$ cat src/rtl/fifo_stream_reader_pkg.sv
// Shared definitions for the FIFO read-side stream consumer: FSM state
// encodings, output buffer depth, statistics counter widths and the
// credit check used to decide whether another pop fits in the buffer.
package fifo_reader_pkg;

  localparam logic [1:0] IDLE  = 2'd0;
  localparam logic [1:0] RUN   = 2'd1;
  localparam logic [1:0] DRAIN = 2'd2;

  localparam int BUF_DEPTH = 2;

  localparam int STAT_WORDS_W  = 32;
  localparam int STAT_STARVE_W = 16;

  // A new pop is allowed when the words already buffered plus the one still
  // in flight, minus the one leaving this cycle, leave room for it.
  function automatic logic credit_ok(input logic [1:0] occ,
                                     input logic       inflight,
                                     input logic       xfer);
    logic [2:0] pending;
    pending = {1'b0, occ} + {2'b00, inflight} - {2'b00, xfer};
    return pending < 3'(BUF_DEPTH);
  endfunction

endpackage

$ cat src/rtl/fifo_stream_reader_if.sv
// Valid/ready output stream with burst framing. The reader drives it
// through the master modport, the downstream sink through the slave one.
interface fifo_stream_reader_if #(
  parameter int word_width = 8
);

  logic                  m_valid;
  logic                  m_ready;
  logic [word_width-1:0] m_data;
  logic                  m_last;

  modport master (output m_valid, output m_data, output m_last, input m_ready);
  modport slave  (input m_valid, input m_data, input m_last, output m_ready);

endinterface

$ cat src/rtl/fifo_stream_reader_rd_skid_buffer.sv
// Two-entry output buffer for the FIFO stream reader. Words enter through a
// write port carrying {data,last}; the oldest word is always presented from
// the head register so the stream outputs stay stable while stalled.
module rd_skid_buffer
  import fifo_reader_pkg::*;
#(
  parameter int word_width = 8
) (
  input  logic                  r_clk,
  input  logic                  reset,
  input  logic                  wr_en,
  input  logic [word_width-1:0] wr_data,
  input  logic                  wr_last,
  output logic                  rd_valid,
  input  logic                  rd_ready,
  output logic [word_width-1:0] rd_data,
  output logic                  rd_last,
  output logic [1:0]            occ
);

  logic [word_width-1:0] head_data;
  logic                  head_last;
  logic [word_width-1:0] tail_data;
  logic                  tail_last;
  logic [1:0]            occ_q;
  logic                  xfer;

  assign rd_valid = (occ_q != 2'd0);
  assign rd_data  = head_data;
  assign rd_last  = head_last;
  assign occ      = occ_q;
  assign xfer     = rd_valid && rd_ready;

  // Move words head-ward on each transfer and place a newly captured word in
  // the first free slot; a simultaneous write and transfer keeps occupancy.
  always_ff @(posedge r_clk or posedge reset) begin
    if (reset) begin
      head_data <= '0;
      head_last <= 1'b0;
      tail_data <= '0;
      tail_last <= 1'b0;
      occ_q     <= 2'd0;
    end else begin
      case ({wr_en, xfer})
        2'b11: begin
          if (occ_q == 2'd1) begin
            head_data <= wr_data;
            head_last <= wr_last;
          end else begin
            head_data <= tail_data;
            head_last <= tail_last;
            tail_data <= wr_data;
            tail_last <= wr_last;
          end
        end
        2'b01: begin
          if (occ_q == 2'd2) begin
            head_data <= tail_data;
            head_last <= tail_last;
          end
          occ_q <= occ_q - 2'd1;
        end
        2'b10: begin
          if (occ_q == 2'd0) begin
            head_data <= wr_data;
            head_last <= wr_last;
            occ_q     <= 2'd1;
          end else if (occ_q == 2'd1) begin
            tail_data <= wr_data;
            tail_last <= wr_last;
            occ_q     <= 2'd2;
          end
        end
        default: begin
        end
      endcase
    end
  end

endmodule

$ cat src/rtl/fifo_stream_reader.sv
// Read-side consumer of the asynchronous FIFO, entirely in the r_clk domain.
// Pops words while enabled and there is buffer credit, captures them after
// rd_lat cycles and re-presents them on a valid/ready stream with m_last
// marking every burst_len-th word.
// Optional statistics outputs (stat_words, stat_starve) are built only when
// the macro FIFO_READER_STATS_EN is defined.
module fifo_stream_reader
  import fifo_reader_pkg::*;
#(
  parameter int word_width = 8,
  parameter int burst_len  = 4,
  parameter int rd_lat     = 1
) (
  input  logic                     r_clk,
  input  logic                     reset,
  input  logic                     enable,
  input  logic                     fifo_empty,
  input  logic [word_width-1:0]    fifo_data,
  output logic                     fifo_rd,
  fifo_stream_reader_if.master     strm,
  output logic                     busy
`ifdef FIFO_READER_STATS_EN
  ,
  output logic [STAT_WORDS_W-1:0]  stat_words,
  output logic [STAT_STARVE_W-1:0] stat_starve
`endif
);

  localparam logic [7:0] LAST_IDX = 8'(burst_len - 1);

  logic [1:0]            state_q;
  logic [1:0]            state_d;
  logic [1:0]            occ;
  logic                  inflight;
  logic                  xfer;
  logic                  cap_en;
  logic [word_width-1:0] cap_data;
  logic                  cap_last;
  logic [7:0]            burst_cnt;
  logic                  buf_valid;
  logic [word_width-1:0] buf_data;
  logic                  buf_last;

  assign strm.m_valid = buf_valid;
  assign strm.m_data  = buf_data;
  assign strm.m_last  = buf_last;
  assign xfer         = buf_valid && strm.m_ready;

  assign fifo_rd = (state_q == RUN) && !fifo_empty && credit_ok(occ, inflight, xfer);
  assign busy    = (state_q != IDLE) || (occ != 2'd0) || inflight;

  generate
    if (rd_lat == 0) begin : g_lat0
      assign inflight = 1'b0;
      assign cap_en   = fifo_rd;
      assign cap_data = fifo_data;
    end else begin : g_lat1
      logic inflight_q;

      // Remember that a pop was issued; its data is valid on the next cycle.
      always_ff @(posedge r_clk or posedge reset) begin
        if (reset) begin
          inflight_q <= 1'b0;
        end else begin
          inflight_q <= fifo_rd;
        end
      end

      assign inflight = inflight_q;
      assign cap_en   = inflight_q;
      assign cap_data = fifo_data;
    end
  endgenerate

  // Words are delivered in capture order and every captured word is
  // delivered, so numbering them at capture gives each its burst position.
  assign cap_last = (burst_cnt == LAST_IDX);

  // Advance the burst position per word, wrapping after the last of a burst.
  always_ff @(posedge r_clk or posedge reset) begin
    if (reset) begin
      burst_cnt <= 8'd0;
    end else if (cap_en) begin
      burst_cnt <= cap_last ? 8'd0 : burst_cnt + 8'd1;
    end
  end

  // Next-state selection: enable starts or resumes reading, dropping it
  // drains outstanding words before returning to idle.
  always_comb begin
    state_d = state_q;
    case (state_q)
      IDLE:    if (enable) state_d = RUN;
      RUN:     if (!enable) state_d = DRAIN;
      DRAIN: begin
        if (enable) begin
          state_d = RUN;
        end else if ((occ == 2'd0) && !inflight) begin
          state_d = IDLE;
        end
      end
      default: state_d = IDLE;
    endcase
  end

  // State register.
  always_ff @(posedge r_clk or posedge reset) begin
    if (reset) begin
      state_q <= IDLE;
    end else begin
      state_q <= state_d;
    end
  end

  rd_skid_buffer #(
    .word_width(word_width)
  ) u_skid (
    .r_clk   (r_clk),
    .reset   (reset),
    .wr_en   (cap_en),
    .wr_data (cap_data),
    .wr_last (cap_last),
    .rd_valid(buf_valid),
    .rd_ready(strm.m_ready),
    .rd_data (buf_data),
    .rd_last (buf_last),
    .occ     (occ)
  );

`ifdef FIFO_READER_STATS_EN
  // Saturating counts of delivered words and of RUN cycles with nothing to send.
  always_ff @(posedge r_clk or posedge reset) begin
    if (reset) begin
      stat_words  <= '0;
      stat_starve <= '0;
    end else begin
      if (xfer && (stat_words != '1)) begin
        stat_words <= stat_words + 1'b1;
      end
      if ((state_q == RUN) && fifo_empty && (occ == 2'd0) && (stat_starve != '1)) begin
        stat_starve <= stat_starve + 1'b1;
      end
    end
  end
`endif

endmodule

$ cat src/flat_wrapper.sv
// flat-port wrapper written by rule: the top's interface ports become plain ports
module fifo_stream_reader_flat import fifo_reader_pkg::*;
#(
  parameter int word_width = 8,
  parameter int burst_len  = 4,
  parameter int rd_lat     = 1
)
  (r_clk, reset, enable, fifo_empty, fifo_data, fifo_rd, busy, strm_m_valid, strm_m_data, strm_m_last, strm_m_ready);
  fifo_stream_reader_if #(.word_width(word_width)) strm_i ();
  input  logic r_clk;
  input  logic reset;
  input  logic enable;
  input  logic fifo_empty;
  input  logic [word_width-1:0] fifo_data;
  output logic fifo_rd;
  output logic busy;
  output wire logic [$bits(strm_i.m_valid)-1:0] strm_m_valid;
  output wire logic [$bits(strm_i.m_data)-1:0] strm_m_data;
  output wire logic [$bits(strm_i.m_last)-1:0] strm_m_last;
  input wire logic [$bits(strm_i.m_ready)-1:0] strm_m_ready;
  assign strm_m_valid = strm_i.m_valid;
  assign strm_m_data = strm_i.m_data;
  assign strm_m_last = strm_i.m_last;
  assign strm_i.m_ready = strm_m_ready;
  fifo_stream_reader #(.word_width(word_width), .burst_len(burst_len), .rd_lat(rd_lat)) u_core (.r_clk(r_clk), .reset(reset), .enable(enable), .fifo_empty(fifo_empty), .fifo_data(fifo_data), .fifo_rd(fifo_rd), .strm(strm_i), .busy(busy));
endmodule
$ cat config.mk
export PLATFORM = sky130hd
export DESIGN_NAME = fifo_stream_reader_flat
export DESIGN_NICKNAME = d
export VERILOG_FILES = /design/src/rtl/fifo_stream_reader_pkg.sv /design/src/rtl/fifo_stream_reader_if.sv /design/src/rtl/fifo_stream_reader_rd_skid_buffer.sv /design/src/rtl/fifo_stream_reader.sv /design/src/flat_wrapper.sv
export SDC_FILE = /design/constraint.sdc
export NUM_CORES = 1
export LEC_CHECK = 0
export ABC_AREA = 1
export BUFFER_PORTS_ARGS = -buffer_cell sky130_fd_sc_hd__clkbuf_2
export CORE_AREA = 3 3 63 65
export CTS_CLUSTER_DIAMETER = 60
export CTS_CLUSTER_SIZE = 12
export DETAILED_ROUTE_END_ITERATION = 8
export DIE_AREA = 0 0 66 68
export GPL_TIMING_DRIVEN = 0
export PLACE_DENSITY = 0.74
export RECOVER_POWER = 50
export SYNTH_ARGS = -nofsm -noshare
export SYNTH_HDL_FRONTEND = slang
export SYNTH_SLANG_ARGS = --single-unit
$ cat constraint.sdc
create_clock -name r_clk -period 6.3 [get_ports r_clk]
set_clock_uncertainty 0.15 [all_clocks]
set_input_delay 1.26 -clock r_clk [delete_from_list [all_inputs] [get_ports r_clk]]
set_output_delay 1.26 -clock r_clk [all_outputs]
set_load 0.1 [all_outputs]
### Word-level counts from Yosys, hierarchy flattened

Cells that the tools add are included.

* equal/unequal tests: 16
* add/subtract/negate cells: 4
* muxes and demuxes: 23
* magnitude comparators: 1
* reduce and logical (&&, ||, !) cells: 19

Operator list (number)
* $mux 8: 6
* $pmux 8 s3: 1
* $pmux 8 s2: 1
* $mux 2: 6
* $ne 2x2->1 const B: 5
* $reduce_and 3->1: 3
* $add 8x1->8 const B: 1
* $eq 2x2->1 const B: 4
* $eq 8x2->1 const B: 1
* $reduce_bool 2->1: 4
* $eq 2x1->1 const B: 3
* $ne 3x2->1 const B: 2
* $pmux 2 s3: 1
* $mux 1: 5
* $logic_and 1x1->1: 4
* $logic_not 2->1: 2
* $pmux 2 s2: 1
* $add 2x1->3: 1
* $lt 3x2->1 const B: 1
* $pmux 1 s3: 1
* $reduce_bool 3->1: 1
* $sub 3x1->3: 1
* $logic_not 1->1: 2
* $logic_or 1x1->1: 2
* other kinds (4): 4

* input port bits: 13
* logic and storage cells: 71
* register bits: 31
* output and inout port bits: 12

### Longest topological paths before layout

* word-level depth: 5
* gate-level depth with buffers: 13
* mapped depth without buffers: 12

### Cells and area by module

From an unflattened synthesis, not the netlist that was laid out.

* cell total of the unflattened synthesis: 297
* area total of the unflattened synthesis: 2018.2 µm²

By module, submodules not included
* rd_skid_buffer: sequential area each 500.5 µm², times used 1, cells an instance 211, area an instance 1376.3 µm²
* fifo_stream_reader: sequential area each 275.3 µm², times used 1, cells an instance 86, area an instance 641.9 µm²

### Worst setup path after synthesis

OpenSTA, ideal clock, no wires.

* path type: reg-to-output
* from: reg u_core.u_skid.occ_q[1], in the netlist u_core.u_skid.occ[1]
* to: out fifo_rd
* setup slack: -0.805 ns
* required time: 4.890 ns
* stages on the path, launching flop included: 13
* arrival: 5.695 ns
* path buffers: 1
* cells stage by stage: dfrtp_1 > inv_1 > ha_1 > inv_1 > nand2_1 > inv_1 > ha_1 > inv_1 > clkbuf_1 > nand2_1 > fa_1 > nand2_1 > nor4_1

* word-level cells in the longest chain between the ends: 5
* elaborated cells between the ends (all ways): 6
* classes of those cells: add/sub (2); order compare (1); reduce/logical (3)

Ends and longest elaborated chain
* start: declaration: line fifo_stream_reader_rd_skid_buffer.sv:25 `logic [1:0] occ_q;`
* start signal: assignment: line fifo_stream_reader_rd_skid_buffer.sv:61 `occ_q <= occ_q - 2'd1;`
* $reduce_bool 2->1: line fifo_stream_reader_rd_skid_buffer.sv:28 `assign rd_valid = (occ_q != 2'd0);`
* named net strm_m_valid: line flat_wrapper.sv:17 `output wire logic [$bits(strm_i.m_valid)-1:0] strm_m_valid;`
* $logic_and 1x1->1: line fifo_stream_reader.sv:47 `assign xfer = buf_valid && strm.m_ready;`
* $sub 3x1->3: line fifo_stream_reader_pkg.sv:21 `pending = {1'b0, occ} + {2'b00, inflight} - {2'b00, xfer};`
* $lt 3x2->1: line fifo_stream_reader_pkg.sv:22 `return pending < 3'(BUF_DEPTH);`
* $logic_and 1x1->1: line fifo_stream_reader.sv:49 `assign fifo_rd = (state_q == RUN) && !fifo_empty && credit_ok(occ, inflight, xfer);`
* end: declaration: line flat_wrapper.sv:15 `output logic fifo_rd;`

The timed path passes the listed nets, and every way through them passes these cells.

### Final worst setup path

* from: in strm_m_ready
* to: out fifo_rd

* word-level cells in the longest chain between the ends: 4

Ends and longest elaborated chain
* start: declaration: line flat_wrapper.sv:20 `input wire logic [$bits(strm_i.m_ready)-1:0] strm_m_ready;`
* $logic_and 1x1->1: line fifo_stream_reader.sv:47
* $sub 3x1->3: line fifo_stream_reader_pkg.sv:21
* $lt 3x2->1: line fifo_stream_reader_pkg.sv:22
* $logic_and 1x1->1: line fifo_stream_reader.sv:49

No other way between the ends.

==> metrics.yaml <==
sta:
  whs_ns: 0.335
  max_slew.worst_pin.slew_ns: 1.15
  period_needed_ns: 5.06
  setup-violations-final: 0
  rsz0062_at_grt: "no"
  relSlewSlack: 0.234
  drv_slew: 0
  fmax_ghz: 0.198
  final-hold-violation-count: 0
  tns_ns: 0
  post-route-period-util: 0.803
  layout_setup_ws_ns: 1.24
die:
  start_util: 0.547
  dieArea_sq_mm: 0.00449
  boundaryPins: 25
  core-area_sq_mm: 0.00339
  die_w_microns: 66
  row_count: 21
  chipHeight_microns: 68
worst_setup_path:
  critPathKind: "in -> out"
  worstReg2RegStart: "u_core.u_skid.occ[1]"
  path_buf_inv: 5
  timing.critical_path.mode_cell: "nand2_1"
  crit_chain: "clkbuf_2 -> nand2_1 -> inv_1 -> ha_1 -> inv_1 -> clkbuf_1 -> nand2_1 -> fa_1 -> nand2_1 -> nor4_2 -> clkbuf_2"
  worst_setup_path_start_kind: "input port"
  cp_top_family: "buffers and inverters"
  path_depth: 11
  cp_max_fo: 10
  r2r_slack_ns: 3.42
  end_kind: "output pin"
  arrival_ns: 3.65
  startpoint: "strm_m_ready"
  cpPeakStageDelay_ns: 0.53
  ff2ff_path_depth: 12
  critPathSlowestCell: "fa_1"
  worst-endpoint-required_ns: 4.89
  crit_end: "fifo_rd"
  rr_endpoint: "u_core.cap_en"
placed_design:
  hpwl_microns: 2750
  placed_area_sq_mm: 0.00204
  place_congestion: 0.841
  io_buffers: 24
  post-place-ws_ns: 1.24
  place_inst: 323
clocking:
  htree_levels: 2
  path_clk_slew_ns: 0.10
  clock_tree.buffer_depth: 2
  holdBufCountCts: 0
  clock_latency_ns: 0.34
  cts_setup_buffers: 0
  cts.sinks: 31
  numCtsBuffers: 5
  cts_tree: "built"
  cts_root_buf: "clkbuf_4"
  cts-resized-gates: 0
final_layout:
  antennaDiodeCount: 0
  instances_no_fill: 331
  drive_above_1_share: 0.147
  area_growth_pct: 12.9
  stdcell_area_sq_mm: 0.00209
  finalNetCount: 306
grt:
  grt_pass1_vias: 1439
  antenna_found_initial: 0
  grt_max_degree: 32
  grt_pass1_wl_microns: 6290
  grt_usage: 0.185
  overflow: 0
synth:
  synth_top_flop_cell: "dfrtp_1"
  yosysSeqAreaShare: 0.418
  ys_top_cells_by_area: "dfrtp_1 42%, nand2_1 13%, o21ai_0 9.2%"
  synth_common_cells: "62 x nand2_1, 37 x inv_1, 34 x o21ai_0"
  synth.avg_cell_area_sq_um: 7.33
  synth.most_common_cell: "nand2_1"
  ys_ff_latch: 31
  yosys.cell_types.count: 25
  synth_edf_count: 0
  yosysTopAreaCell: "dfrtp_1"
  async_flop_share: 1.00
  synth_cells: 253
  yosysWarnings: 0
  syn-cell-area_sq_mm: 0.00186
  synth_fp_nets: 275
  yosysTopAreaCellShare: 0.418
detailed_routing:
  vias_per_cell: 5.06
  first_pass_iters: 5
  vias: 1674
  wirelength_microns: 3820
  route.detailed.drc: 0
  antenna_left: 0
  drt-wirelength-per-cell_microns: 11.5
  drtIter0Drc: 110
pwr:
  powerDensity_mw_per_mm2: 549
  ir_drop_uv: 204
  p_leak_nw: 1.10
outcome:
  status: "completed"
run:
  max_cap_violations: 0
min_path:
  hold_class: "reg -> reg"
-- registers in the layout, summed over array words and instances, names as in the netlist --
| signal | count |
|---|---|
| u_core.burst_cnt | 8 |
| u_core.cap_en | 1 |
| u_core.u_skid.tail_data | 8 |
| u_core.u_skid.rd_data | 8 |
| u_core.u_skid.rd_last | 1 |
| u_core.u_skid.tail_last | 1 |
| u_core.state_q | 2 |
| u_core.u_skid.occ | 2 |
-- cells by family after synthesis --
logic type               count (synthesis)  synth area share
AO/OA/AOI/OAI                           54             0.156
XOR/XNOR                                 4            0.0189
adder cells (fa/ha/maj)                  9            0.0647
buffers and inverters                   48             0.102
flip-flops                              31             0.418
AND/OR/NAND/NOR                        107             0.241
-- report_power, final --
group          internal [W]  leakage, nW  switching (W)  total (W)
logic              0.000161        0.671       0.000532   0.000692
clock network     0.0000656       0.0386      0.0000692   0.000135
registers          0.000276        0.390      0.0000466   0.000323
total              0.000503         1.10       0.000647    0.00115
-- routing by layer --
metal  global-route usage  part of all wire  vias up
met3               0.0345             0.062        6
met4               0.0990             0.014        0
met5                    0                 0        -
li1                     -                 -      870
met1                0.252              0.48      755
met2                0.280              0.44       43
-- metrics by stage --
stage           util  power, W
4_1_cts        0.622   0.00116
5_1_grt        0.618   0.00123
3_5_place_dp   0.602   0.00102
2_1_floorplan      -  0.000891
3_3_place_gp   0.602   0.00101
6_report       0.618   0.00115
-- how the worst min path moves through the flow --
stage / startpoint / cells past startpoint / endpoint / slack (ns)
2_1_floorplan: u_core.u_skid.tail_last / 2 / u_core.u_skid.tail_last / 0.32
6_report: u_core.u_skid.rd_data[1] / 2 / u_core.u_skid.rd_data[1] / 0.34
3_5_place_dp: u_core.u_skid.rd_data[4] / 2 / u_core.u_skid.rd_data[4] / 0.32
3_3_place_gp: u_core.u_skid.rd_data[1] / 2 / u_core.u_skid.rd_data[1] / 0.31
4_1_cts: u_core.u_skid.rd_data[4] / 2 / u_core.u_skid.rd_data[4] / 0.34
5_1_grt: u_core.u_skid.rd_data[1] / 2 / u_core.u_skid.rd_data[1] / 0.35
-- worst register-to-register path: cells and delay by family, from the launching register on --
family	cells	cell delay, ns
adders and majority gates	3	0.97
buffers and inverters	5	0.68
DFF	1	0.43
and+or+nand+nor	4	0.54
-- placed cells by master, fill, tap and decap left out, types with 2 or more instances in the layout --
| cell | count |
|---|---|
| a21oi_1 | 5 |
| buf_2 | 4 |
| clkbuf_1 | 3 |
| clkbuf_2 | 24 |
| clkbuf_4 | 5 |
| clkbuf_8 | 2 |
| dfrtp_1 | 31 |
| ha_1 | 8 |
| inv_1 | 37 |
| inv_2 | 3 |
| nand2_1 | 62 |
| nand3_1 | 9 |
| nor2_1 | 31 |
| nor3_1 | 2 |
| o21ai_0 | 34 |
| o21ai_1 | 4 |
| o22ai_1 | 8 |
| xor2_1 | 4 |
-- final cells by class --
| type | instances | area (sq um) |
|---|---|---|
| Clock buffer | 8 | 68.8 |
| Fill cell | 320 | 1290 |
| Buffer | 7 | 35.0 |
| Timing Repair Buffer | 24 | 120 |
| Sequential cell | 31 | 776 |
| Inverter | 41 | 154 |
| Tap cell | 46 | 57.6 |
| Multi-Input combinational cell | 174 | 883 |
Note: power is estimated with default switching activity, not from simulation.
